File: src/rtl/spi_master_core.sv
// SPI master engine: runtime CPOL/CPHA, parametrised width, divider and slave count.
// One DATA_WIDTH-bit transfer per accepted start, reported by a one-cycle done pulse.
module spi_master_core #(
    parameter int unsigned DATA_WIDTH = 8,
    parameter int unsigned CLK_DIV    = 4,
    parameter int unsigned NUM_SS     = 1,
    parameter bit          MSB_FIRST  = 1'b1,
    parameter int unsigned SEL_W      = (NUM_SS > 1) ? $clog2(NUM_SS) : 1
) (
    input  logic                  clk,
    input  logic                  reset,
    input  logic                  start,
    input  logic [DATA_WIDTH-1:0] tx_data,
    input  logic                  cpol,
    input  logic                  cpha,
    input  logic [SEL_W-1:0]      ss_sel,
    output logic                  busy,
    output logic                  done,
    output logic [DATA_WIDTH-1:0] rx_data,
    output logic                  sel_err,
    output logic                  sclk,
    output logic [NUM_SS-1:0]     ss_n,
    output logic                  mosi,
    input  logic                  miso
);

    localparam int unsigned DIV_W = $clog2(CLK_DIV) + 1;
    localparam int unsigned BIT_W = $clog2(DATA_WIDTH + 1);

    typedef enum logic [1:0] {
        S_IDLE,
        S_LEAD,
        S_XFER,
        S_LAG
    } state_e;

    state_e                state_q,   state_d;
    logic [DIV_W-1:0]      div_q,     div_d;
    logic [BIT_W-1:0]      bit_cnt_q, bit_cnt_d;
    logic                  trail_q,   trail_d;
    logic                  cpha_q,    cpha_d;
    logic [DATA_WIDTH-1:0] tx_sh_q,   tx_sh_d;
    logic [DATA_WIDTH-1:0] rx_sh_q,   rx_sh_d;
    logic [DATA_WIDTH-1:0] rx_data_q, rx_data_d;
    logic                  busy_q,    busy_d;
    logic                  done_q,    done_d;
    logic                  sel_err_q, sel_err_d;
    logic                  sclk_q,    sclk_d;
    logic                  mosi_q,    mosi_d;
    logic [NUM_SS-1:0]     ss_n_q,    ss_n_d;

    logic accept_c;
    logic sel_ok_c;
    logic tick_c;
    logic last_edge_c;

    function automatic logic first_bit(input logic [DATA_WIDTH-1:0] w);
        return MSB_FIRST ? w[DATA_WIDTH-1] : w[0];
    endfunction

    function automatic logic [DATA_WIDTH-1:0] shift_tx(input logic [DATA_WIDTH-1:0] w);
        return MSB_FIRST ? {w[DATA_WIDTH-2:0], 1'b0} : {1'b0, w[DATA_WIDTH-1:1]};
    endfunction

    function automatic logic [DATA_WIDTH-1:0] shift_rx(input logic [DATA_WIDTH-1:0] w,
                                                       input logic                  b);
        return MSB_FIRST ? {w[DATA_WIDTH-2:0], b} : {b, w[DATA_WIDTH-1:1]};
    endfunction

    assign accept_c    = start && (state_q == S_IDLE);
    assign sel_ok_c    = 32'(ss_sel) < NUM_SS;
    assign tick_c      = (state_q != S_IDLE) && (div_q == DIV_W'(CLK_DIV - 1));
    // trailing edge that completes the final bit
    assign last_edge_c = trail_q && (bit_cnt_q == BIT_W'(DATA_WIDTH - 1));

    // state register
    always_ff @(posedge clk) begin
        if (reset) begin
            state_q <= S_IDLE;
        end else begin
            state_q <= state_d;
        end
    end

    // next-state logic
    always_comb begin
        state_d = state_q;
        case (state_q)
            S_IDLE: if (accept_c && sel_ok_c) state_d = S_LEAD;
            S_LEAD: if (tick_c)               state_d = S_XFER;
            S_XFER: if (tick_c && last_edge_c) state_d = S_LAG;
            S_LAG:  if (tick_c)               state_d = S_IDLE;
            default:                          state_d = S_IDLE;
        endcase
    end

    // datapath and output next values
    always_comb begin
        div_d     = '0;
        bit_cnt_d = bit_cnt_q;
        trail_d   = trail_q;
        cpha_d    = cpha_q;
        tx_sh_d   = tx_sh_q;
        rx_sh_d   = rx_sh_q;
        rx_data_d = rx_data_q;
        busy_d    = busy_q;
        done_d    = 1'b0;
        sel_err_d = 1'b0;
        sclk_d    = sclk_q;
        mosi_d    = mosi_q;
        ss_n_d    = ss_n_q;

        if (state_q != S_IDLE && !tick_c) begin
            div_d = div_q + DIV_W'(1);
        end

        case (state_q)
            S_IDLE: begin
                if (accept_c) begin
                    if (!sel_ok_c) begin
                        sel_err_d = 1'b1;
                    end else begin
                        cpha_d    = cpha;
                        sclk_d    = cpol;
                        busy_d    = 1'b1;
                        ss_n_d    = ~(NUM_SS'(1) << ss_sel);
                        bit_cnt_d = '0;
                        trail_d   = 1'b0;
                        rx_sh_d   = '0;
                        tx_sh_d   = tx_data;
                        mosi_d    = 1'b0;
                        // CPHA=0 must present the first bit before the first edge
                        if (!cpha) begin
                            mosi_d  = first_bit(tx_data);
                            tx_sh_d = shift_tx(tx_data);
                        end
                    end
                end
            end
            S_LEAD, S_XFER: begin
                if (tick_c) begin
                    sclk_d  = ~sclk_q;
                    trail_d = ~trail_q;
                    if (!trail_q) begin
                        if (cpha_q) begin
                            mosi_d  = first_bit(tx_sh_q);
                            tx_sh_d = shift_tx(tx_sh_q);
                        end else begin
                            rx_sh_d = shift_rx(rx_sh_q, miso);
                        end
                    end else begin
                        bit_cnt_d = bit_cnt_q + BIT_W'(1);
                        if (cpha_q) begin
                            rx_sh_d = shift_rx(rx_sh_q, miso);
                        end else if (!last_edge_c) begin
                            mosi_d  = first_bit(tx_sh_q);
                            tx_sh_d = shift_tx(tx_sh_q);
                        end
                    end
                end
            end
            S_LAG: begin
                if (tick_c) begin
                    busy_d    = 1'b0;
                    done_d    = 1'b1;
                    ss_n_d    = '1;
                    mosi_d    = 1'b0;
                    rx_data_d = rx_sh_q;
                end
            end
            default: ;
        endcase
    end

    // datapath and output registers
    always_ff @(posedge clk) begin
        if (reset) begin
            div_q     <= '0;
            bit_cnt_q <= '0;
            trail_q   <= 1'b0;
            cpha_q    <= 1'b0;
            tx_sh_q   <= '0;
            rx_sh_q   <= '0;
            rx_data_q <= '0;
            busy_q    <= 1'b0;
            done_q    <= 1'b0;
            sel_err_q <= 1'b0;
            sclk_q    <= 1'b0;
            mosi_q    <= 1'b0;
            ss_n_q    <= '1;
        end else begin
            div_q     <= div_d;
            bit_cnt_q <= bit_cnt_d;
            trail_q   <= trail_d;
            cpha_q    <= cpha_d;
            tx_sh_q   <= tx_sh_d;
            rx_sh_q   <= rx_sh_d;
            rx_data_q <= rx_data_d;
            busy_q    <= busy_d;
            done_q    <= done_d;
            sel_err_q <= sel_err_d;
            sclk_q    <= sclk_d;
            mosi_q    <= mosi_d;
            ss_n_q    <= ss_n_d;
        end
    end

    assign busy    = busy_q;
    assign done    = done_q;
    assign rx_data = rx_data_q;
    assign sel_err = sel_err_q;
    assign sclk    = sclk_q;
    assign ss_n    = ss_n_q;
    assign mosi    = mosi_q;

endmodule

File: config.mk
export PLATFORM = sky130hd
export DESIGN_NAME = spi_master_core
export DESIGN_NICKNAME = d
export VERILOG_FILES = /design/src/rtl/spi_master_core.sv
export SDC_FILE = /design/constraint.sdc
export NUM_CORES = 1
export LEC_CHECK = 0
export CORE_MARGIN = 5
export CORE_UTILIZATION = 40
export DETAILED_ROUTE_END_ITERATION = 12
export PLACE_DENSITY_LB_ADDON = 0.2
export SLEW_MARGIN = 25
export SYNTH_ARGS = -nofsm -noshare
export SYNTH_HDL_FRONTEND = slang
export SYNTH_SLANG_ARGS = --single-unit
File: constraint.sdc
create_clock -name clk -period 2.2 [get_ports clk]
set_input_delay 0.44 -clock clk [delete_from_list [all_inputs] [get_ports clk]]
set_output_delay 0.44 -clock clk [all_outputs]
set_load 0.02 [all_outputs]
==> flow_results.xml <==
<?xml version="1.0" encoding="UTF-8"?>
<metrics>
  <group name="timing">
    <metric name="hold_ws" unit="ps">432.4</metric>
    <metric name="max_freq" unit="MHz">504.0</metric>
    <metric name="setup_slack" unit="ps">216.0</metric>
    <metric name="layout_worst_path_cycle_share" unit="%">90.18</metric>
    <metric name="worstMarginPinSlew" unit="ps">480.8</metric>
    <metric name="finalMaxSlewViolations" unit="">0</metric>
    <metric name="report.final.setup_viol" unit="">0</metric>
    <metric name="final.setup.tns" unit="ps">0</metric>
    <metric name="timing.final.crit_period" unit="ps">1984</metric>
    <metric name="hold_viol_final" unit="">0</metric>
    <metric name="relSlewSlack" unit="%">67.95</metric>
    <metric name="rsz0062_at_grt" unit="">false</metric>
    <metric name="clock_skew" unit="ps">4.502</metric>
  </group>
  <group name="drt">
    <metric name="drt_first_pass_iters" unit="">4</metric>
    <metric name="antenna_violating_nets_post_route" unit="">0</metric>
    <metric name="drc" unit="">0</metric>
    <metric name="met2RoutedLength" unit="mm">1.786</metric>
    <metric name="dr_total_vias" unit="">1710</metric>
    <metric name="detail_route.iter0.violations" unit="">75</metric>
    <metric name="vias_per_cell" unit="">5.120</metric>
    <metric name="wl" unit="mm">4.175</metric>
    <metric name="routed_wire_length_per_instance" unit="um">12.50</metric>
    <metric name="wl_met3" unit="um">179</metric>
    <metric name="topRoutingLayerUsed" unit="">met4</metric>
    <metric name="met1_routed_wirelength_after_detailed_routing" unit="mm">2.151</metric>
  </group>
  <group name="cts">
    <metric name="cts_tree" unit="">built</metric>
    <metric name="cts-htree-levels" unit="">2</metric>
    <metric name="post-cts-setup-buffers" unit="">0</metric>
    <metric name="ctsHoldBuffers" unit="">0</metric>
    <metric name="worst_skew_pair.late_latency" unit="ps">290</metric>
    <metric name="tritoncts.num_buffers" unit="">5</metric>
    <metric name="max-clock-path-buffers" unit="">2</metric>
    <metric name="cts.sink_count" unit="">41</metric>
    <metric name="clockRootBuffer" unit="">sky130_fd_sc_hd__clkbuf_8</metric>
    <metric name="cts_resized" unit="">0</metric>
    <metric name="clk_pin_slew_worst_paths" unit="ps">80</metric>
  </group>
  <group name="power_and_ir_drop">
    <metric name="fin_total_pwr" unit="mW">2.401</metric>
    <metric name="pwr_density_cell" unit="nW/um^2">965.4</metric>
    <metric name="leak_pwr" unit="nW">0.9241</metric>
    <metric name="worst_vdd_rail_ir_drop" unit="mV">0.3818</metric>
  </group>
  <group name="grt">
    <metric name="antenna_violations_before_repair" unit="">0</metric>
    <metric name="overflow" unit="">0</metric>
    <metric name="grt_pass1_wl" unit="mm">7.341</metric>
    <metric name="first_global_vias" unit="">1571</metric>
    <metric name="grt_max_degree" unit="">30</metric>
    <metric name="groute.usage.overall" unit="%">14.30</metric>
  </group>
  <group name="yosys">
    <metric name="synth.yosys.seq_area_share" unit="%">41.15</metric>
    <metric name="yosysUniqueCellTypes" unit="">41</metric>
    <metric name="yosys.cell_count.top_type" unit="">sky130_fd_sc_hd__dfxtp_1</metric>
    <metric name="synth_warnings" unit="">0</metric>
    <metric name="number_of_synthesized_flops_with_an_enable_pin" unit="">0</metric>
    <metric name="synth_top_area_share" unit="%">41.15</metric>
    <metric name="synth_top_cells_by_count" unit="">sky130_fd_sc_hd__dfxtp_1 (41), sky130_fd_sc_hd__a21oi_1 (25), sky130_fd_sc_hd__nand2_1 (23), sky130_fd_sc_hd__nor2_1 (18), sky130_fd_sc_hd__mux2i_1 (17)</metric>
    <metric name="largest_cells_by_area_after_synthesis" unit="">sky130_fd_sc_hd__dfxtp_1 (41%), sky130_fd_sc_hd__mux2i_1 (8.5%), sky130_fd_sc_hd__a21oi_1 (6.3%)</metric>
    <metric name="async_flop_share" unit="%">0</metric>
    <metric name="syn-cell-area" unit="sq um">1994</metric>
    <metric name="synthCells" unit="">233</metric>
    <metric name="synth_largest_area_cell" unit="">sky130_fd_sc_hd__dfxtp_1</metric>
    <metric name="synth.net_count" unit="">256</metric>
    <metric name="yosys_most_used_dff" unit="">sky130_fd_sc_hd__dfxtp_1</metric>
    <metric name="postSynthAreaPerCell" unit="sq um">8.560</metric>
    <metric name="postSynthRegisterBits" unit="">41</metric>
  </group>
  <group name="critical_path">
    <metric name="end_kind" unit="">flip-flop</metric>
    <metric name="worst_setup_path_start_kind" unit="">flip-flop</metric>
    <metric name="worst-setup-path-type" unit="">flip-flop to flip-flop</metric>
    <metric name="worst_path_required_time" unit="ps">2390</metric>
    <metric name="timing.critical_path.fanout_max" unit="">29</metric>
    <metric name="data_arrival_time_of_the_critical_path" unit="ps">2170</metric>
  </group>
  <group name="finish">
    <metric name="area.growth.synth_to_final" unit="%">24.72</metric>
    <metric name="final_net_count" unit="">289</metric>
    <metric name="num_antenna_cells" unit="">0</metric>
    <metric name="fraction_of_the_core_area_covered_by_cells_at_the_end_of_the_flow" unit="%">51.97</metric>
    <metric name="final_cell_area" unit="sq um">2487</metric>
    <metric name="layoutNonFillerInstCount" unit="">334</metric>
    <metric name="layout-drive-gt1-share" unit="%">8.989</metric>
  </group>
  <group name="die">
    <metric name="floorplan.die_area" unit="sq um">6498</metric>
    <metric name="die_w" unit="um">80.61</metric>
    <metric name="start_util" unit="%">41.67</metric>
    <metric name="floorplan.io_pins" unit="">29</metric>
    <metric name="coreArea" unit="sq um">4786</metric>
    <metric name="die-height" unit="um">80.61</metric>
    <metric name="number_of_cell_rows" unit="">25</metric>
  </group>
  <group name="place">
    <metric name="port_buffer_count" unit="">28</metric>
    <metric name="numPlacedInstances" unit="">326</metric>
    <metric name="dp_hpwl" unit="mm">2.984</metric>
    <metric name="globalplace.congestion" unit="">0.7631</metric>
    <metric name="placement.cell_area" unit="sq um">2391</metric>
    <metric name="place_ws" unit="ps">110.6</metric>
  </group>
  <group name="outcome">
    <metric name="outcome" unit="">finished clean</metric>
  </group>
  <group name="hold_path">
    <metric name="holdCritPathClass" unit="">flip-flop to flip-flop</metric>
  </group>
  <group name="flow_run">
    <metric name="drv_cap" unit="">0</metric>
  </group>
</metrics>
worst max-delay path, cell delays in order, from the launching register on:
cell,delay [ps]
sky130_fd_sc_hd__dfxtp_1,390
sky130_fd_sc_hd__inv_1,90
sky130_fd_sc_hd__ha_1,440
sky130_fd_sc_hd__buf_4,330
sky130_fd_sc_hd__nand4b_1,220
sky130_fd_sc_hd__and2_1,230
sky130_fd_sc_hd__a21oi_1,140
sky130_fd_sc_hd__nor2_1,50
registers in the layout, indices dropped and copies added, names as in the netlist:
register   cells
done           1
state_q        2
rx_data        8
cpha_q         1
div_q          3
ss_n           1
rx_sh_q        8
mosi           1
busy           1
bit_cnt_q      4
sclk           1
trail_q        1
sel_err        1
tx_sh_q        8
layer usage:
metal  track usage [%]  vias up
met5                 0        -
met4             5.574        0
met3             2.915        6
met2             21.03       29
met1             20.27      793
li1                  -      882
power breakdown:
group	switching, mW	total (mW)	internal [mW]
Combinational	0.594	1.02	0.426
Clock	0.262	0.517	0.254
Sequential	0.0483	0.865	0.817
Total	0.904	2.40	1.50
worst paths after layout:
path              start           end  slack, ps  cells past startpoint
min            div_q[0]      div_q[0]        430                      1
max reg2reg  state_q[1]  bit_cnt_q[0]        220                      7
max          state_q[1]  bit_cnt_q[0]        220                      7
min reg2reg    div_q[0]      div_q[0]        430                      1
layout by cell type (no fill, tap or decap), types with 2 or more instances in the layout:
cell | Yosys | final
sky130_fd_sc_hd__clkdlybuf4s50_1 | 0 | 28
sky130_fd_sc_hd__clkbuf_8 | 0 | 6
sky130_fd_sc_hd__mux2i_1 | 17 | 17
sky130_fd_sc_hd__nand2_1 | 23 | 23
sky130_fd_sc_hd__o21ai_0 | 7 | 7
sky130_fd_sc_hd__xnor2_1 | 2 | 2
sky130_fd_sc_hd__and2_1 | 9 | 9
sky130_fd_sc_hd__buf_4 | 1 | 13
sky130_fd_sc_hd__ha_1 | 8 | 8
sky130_fd_sc_hd__o21ai_1 | 10 | 10
sky130_fd_sc_hd__nor4_1 | 2 | 2
sky130_fd_sc_hd__a211oi_1 | 2 | 2
sky130_fd_sc_hd__a21oi_1 | 25 | 25
sky130_fd_sc_hd__nand2b_1 | 7 | 7
sky130_fd_sc_hd__dfxtp_1 | 41 | 41
sky130_fd_sc_hd__nand3b_1 | 6 | 6
sky130_fd_sc_hd__nand4b_1 | 2 | 2
sky130_fd_sc_hd__inv_1 | 3 | 3
sky130_fd_sc_hd__nand3_1 | 16 | 16
sky130_fd_sc_hd__nor2_1 | 18 | 18
area by class of cell:
class / count / area, sq um
timing repair buffer: 41 / 377.9
inverter: 3 / 11.26
multi-input combinational: 174 / 1097
sequential: 41 / 820.8
clock buffer: 6 / 82.58
tap: 67 / 83.83
fill: 484 / 2298
clock inverter: 2 / 13.76
logic make-up (layout without fill, tap and decap cells):
kind of cell	after synthesis	in the layout	share of synthesized area [%]
adders and majority gates	8	8	5.019
muxes	18	18	9.096
and+or+nand+nor	93	93	24.72
AOI/OAI and AO/OA	52	52	14.87
buffers and inverters	18	52	3.827
xor gates and xnor gates	3	3	1.318
DFF	41	41	41.15
(Power assumes the default switching activity.)
